==> src/rtl/mem_arb_pkg.sv <==
// Shared types and helpers for the external memory port arbiter.
// Holds the sequencer states, requester indices and the fixed-priority select.
package mem_arb_pkg;

  localparam int unsigned NUM_REQ   = 3;
  localparam int unsigned REQ_FETCH = 0;
  localparam int unsigned REQ_LOAD  = 1;
  localparam int unsigned REQ_STORE = 2;

  typedef enum logic [1:0] {
    IDLE    = 2'd0,
    ACCESS  = 2'd1,
    RELEASE = 2'd2
  } arbStateT;

  // One-hot pick of the highest-priority request (store > load > fetch).
  function automatic logic [NUM_REQ-1:0] prioSel(input logic [NUM_REQ-1:0] r);
    logic [NUM_REQ-1:0] sel;
    sel = '0;
    if (r[REQ_STORE])      sel[REQ_STORE] = 1'b1;
    else if (r[REQ_LOAD])  sel[REQ_LOAD]  = 1'b1;
    else if (r[REQ_FETCH]) sel[REQ_FETCH] = 1'b1;
    return sel;
  endfunction

endpackage

==> src/rtl/mem_port_arbiter.sv <==
// Fixed-priority owner of the single memory port (enable/rw/mfc).
// Grants one FSM at a time, pulses done on completion and err on mfc timeout.
module mem_port_arbiter
  import mem_arb_pkg::*;
#(
  parameter int unsigned TIMEOUT = 15,
  parameter int unsigned CW      = 4
) (
  input  logic               clk,
  input  logic               rst,
  input  logic [NUM_REQ-1:0] req,
  input  logic [NUM_REQ-1:0] reqRw,
  input  logic               mfc,
  output logic [NUM_REQ-1:0] grant,
  output logic [NUM_REQ-1:0] done,
  output logic               err,
  output logic               enable,
  output logic               rw,
  output logic               busy
);

  arbStateT           state, stateNext;
  logic [CW-1:0]      cnt, cntNext;
  logic [NUM_REQ-1:0] grantNext, doneNext, sel;
  logic               errNext, enableNext, rwNext, busyNext;
  logic               ownerReq;

  assign ownerReq = |(req & grant);

  // Every output is the registered copy of its next-value.
  always_ff @(posedge clk or posedge rst) begin
    if (rst) begin
      state  <= IDLE;
      cnt    <= '0;
      grant  <= '0;
      done   <= '0;
      err    <= 1'b0;
      enable <= 1'b0;
      rw     <= 1'b0;
      busy   <= 1'b0;
    end else begin
      state  <= stateNext;
      cnt    <= cntNext;
      grant  <= grantNext;
      done   <= doneNext;
      err    <= errNext;
      enable <= enableNext;
      rw     <= rwNext;
      busy   <= busyNext;
    end
  end

  always_comb begin
    stateNext  = state;
    cntNext    = cnt;
    grantNext  = grant;
    doneNext   = '0;
    errNext    = 1'b0;
    enableNext = 1'b0;
    rwNext     = rw;
    sel        = '0;

    case (state)
      IDLE: begin
        if (|req) begin
          sel        = prioSel(req);
          grantNext  = sel;
          rwNext     = |(reqRw & sel);
          enableNext = 1'b1;
          cntNext    = '0;
          stateNext  = ACCESS;
        end
      end

      ACCESS: begin
        if (cnt != CW'(TIMEOUT)) cntNext = cnt + CW'(1);
        // mfc wins over timeout, timeout wins over requester abort.
        if (mfc) begin
          doneNext  = grant;
          stateNext = RELEASE;
        end else if (cnt == CW'(TIMEOUT - 1)) begin
          doneNext  = grant;
          errNext   = 1'b1;
          stateNext = RELEASE;
        end else if (!ownerReq) begin
          grantNext = '0;
          stateNext = IDLE;
        end else begin
          enableNext = 1'b1;
        end
      end

      RELEASE: begin
        if (!ownerReq) begin
          grantNext = '0;
          stateNext = IDLE;
        end
      end

      default: begin
        grantNext = '0;
        stateNext = IDLE;
      end
    endcase

    busyNext = (stateNext != IDLE);
  end

endmodule

==> config.mk <==
export PLATFORM = sky130hd
export DESIGN_NAME = mem_port_arbiter
export DESIGN_NICKNAME = d
export VERILOG_FILES = /design/src/rtl/mem_arb_pkg.sv /design/src/rtl/mem_port_arbiter.sv
export SDC_FILE = /design/constraint.sdc
export NUM_CORES = 1
export LEC_CHECK = 0
export CAP_MARGIN = 20
export CORE_MARGIN = 2
export CORE_UTILIZATION = 40
export DETAILED_ROUTE_END_ITERATION = 16
export DONT_BUFFER_PORTS = 1
export GPL_ROUTABILITY_DRIVEN = 0
export MAX_ROUTING_LAYER = met4
export PLACE_DENSITY_LB_ADDON = 0.1
export SYNTH_ARGS = -nofsm -noshare
export SYNTH_HDL_FRONTEND = slang
export SYNTH_SLANG_ARGS = --single-unit
export TNS_END_PERCENT = 50
==> constraint.sdc <==
create_clock -name clk -period 2 [get_ports clk]
set_input_delay 0.6 -clock clk [delete_from_list [all_inputs] [get_ports clk]]
set_output_delay 0.6 -clock clk [all_outputs]
set_load 0.01 [all_outputs]
==> impl_metrics.tcl <==
set metrics [dict create \
    synthCells 84 \
    final_nets 104 \
    muxShareOfSynthArea_pct 0 \
    clkSlewWorstSetupHoldPaths_ns 0.09 \
    dp.final_hpwl_um 1310 \
    dpl-instance-area_sq_um 898 \
    firstDrtPassIters 5 \
    min_path_type "in2async" \
    syn_to_final_growth_pct 9.05 \
    diodes 0 \
    core_area_sq_mm 0.00198 \
    sw_frac_of_total_pct 39.6 \
    synth_ff_type "dfrtp_1" \
    layout_setup_ws_ns 0.194 \
    synth_compound_area_share_pct 25.0 \
    cts_sinks 16 \
    worstPathRequired_ns 2.18 \
    cts-hold-fix-buffers 0 \
    fin_tns_setup_ns 0 \
    dr.first_iter.drc_count 12 \
    gr-total-overflow 0 \
    clockBufferDepth 2 \
    async_reset_ff_share_pct 100 \
    die_x_um 50.3 \
    final_common_cell "dfrtp_1" \
    drt-total-wl_um 1760 \
    synth_area_sq_um 857 \
    grt_max_degree 17 \
    tightest_slew_ns 0.608 \
    leakagePower_uw 0.000458 \
    clk_latency_ns 0.29 \
    synth-edff-count 0 \
    fin_cells 115 \
    die_h_um 50.3 \
    finalCriticalPeriod_ns 1.81 \
    yosys.area_share.simple_pct 13.9 \
    switchingPower_uw 512 \
    layout_common_cells "16 x dfrtp_1, 7 x inv_1, 6 x ha_1" \
    drv_cap 0 \
    synth_nets 99 \
    die_area_sq_mm 0.00253 \
    yosysUniqueCellTypes 30 \
    track_usage_pct 16.4 \
    maxSlewViolCount 0 \
    crit_arrival_ns 1.99 \
    ant_nets 0 \
    wl_per_cell_um 15.3 \
    rows 16 \
    io_pins 19 \
    stdcell_area_sq_um 935 \
    post_cts_resized 0 \
    setup_viol 0 \
    synth_top_family_by_area "compound AO/OA/AOI/OAI gates" \
    syn_avg_cell_area_sq_um 10.2 \
    ys_seq_elements 16 \
    relSlewSlack_pct 59.4 \
    power.total_uw 1290 \
    critPathCaptureType "flop" \
    finalClockSkew_ns 0.00290 \
    cts_made_buffers 3 \
    drc 0 \
    portBuffers 0 \
    routed-via-count 646 \
    yosys.area_share.adder_pct 8.76 \
    hold_viol 0 \
    start_kind "flop" \
    ir_worst_vdd_uv 807 \
    cts_tree "done" \
    ys_seq_area_share_pct 46.7 \
    viasPerCell 5.62 \
    first_global_vias 590 \
    start_util_pct 43.2 \
    antenna_found_initial 0 \
    status "finished, final reports clean" \
    yosysWarningCount 0 \
    seqPwrFrac_pct 41.3 \
    power_density_mw_per_mm2 1380 \
    grt_pass1_wl_um 2950 \
    period_share_pct 90.3 \
    clockPowerShare_pct 16.4 \
    internal_power_uw 782 \
    clockRootBuffer "clkbuf_4" \
    crit_type "reg2reg" \
    synth_xor_area_share_pct 0 \
    place_ws_ns 0.186 \
    clock.fmax_mhz 554 \
    h-tree-depth 1 \
    layout-drive-gt1-share_pct 11.4 \
    dpl.cell_count 111 \
    postCtsSetupRepairBufs 0 \
    rsz0062_at_grt "no" \
    path_max_fanout 7 \
    combPwrFrac_pct 42.3 \
]
-- Yosys cell counts, types with 2 or more instances --
library cell	number	area (sq um)
and3_1	4	25.0
a22o_1	2	17.5
inv_1	7	26.3
dfrtp_1	16	400
a21oi_1	5	25.0
o21ai_0	5	25.0
o22ai_1	3	18.8
clkbuf_1	3	11.3
a32o_1	2	20.0
nor2_1	4	15.0
nand3_1	3	15.0
o31ai_1	2	15.0
ha_1	6	75.1
nand3b_1	2	15.0
nand2_1	5	18.8
-- power by group through the flow --
stage	registers, uW	clock network [uW]	logic [uW]
after global placement	542	0	538
final	535	212	547
after global routing	555	236	622
after floorplan	517	0	398
after detailed placement	542	0	548
after CTS	536	222	551
-- final timing paths --
kind,depth (start not counted),start,endpoint,slack [ns]
worst max-delay path,6,state[0],cnt[0],0.19
worst min-delay path,1,rst,cnt[0],0.26
worst max register to register,6,state[0],cnt[0],0.19
worst min register to register,1,cnt[3],cnt[3],0.57
max in group asynchronous,1,rst,done[0],1.34
min in group clk,1,mfc,err,0.37
-- registers in the layout (all words and copies together) (netlist names) --
register  flops
busy          1
cnt           4
done          3
enable        1
err           1
grant         3
rw            1
state         2
-- per-stage QoR --
step           utilization [%]  hold WS (ns)
6_report                  47.2         0.260
5_1_grt                   47.2         0.309
4_1_cts                   47.2         0.290
3_5_place_dp              45.3         0.560
3_3_place_gp              45.3         0.529
2_1_floorplan                -         0.514
-- routing by layer --
layer	vias up	wire, um	track usage [%]	part of all wire [%]
met3	2	142	7.14	8.1
met5	-	0	-	0
li1	321	-	-	-
met4	0	15	4.05	0.85
met2	26	701	21.5	40
met1	297	898	23.1	51
-- kinds of logic (layout without fill, tap and decap cells) --
group,Yosys count,count (layout)
flops,16,16
simple gates,22,22
buf+inv,11,15
fa+ha+maj,6,6
compound gates,29,29
-- area by class of cell --
cell class                 instances  area [sq um]
sequential                        16           400
inverter                           7          26.3
timing repair buffer               4          30.0
multi-input combinational         57           408
tap                               27          33.8
fill                             188          1050
clock buffer                       4          36.3
-- worst max-delay path: stages, from the launching register on --
cell	delay, ns
dfrtp_1	0.41
inv_1	0.11
ha_1	0.18
or4b_1	0.59
nand3_1	0.14
o21ai_0	0.08
a22o_1	0.19
(Power assumes the default switching activity.)
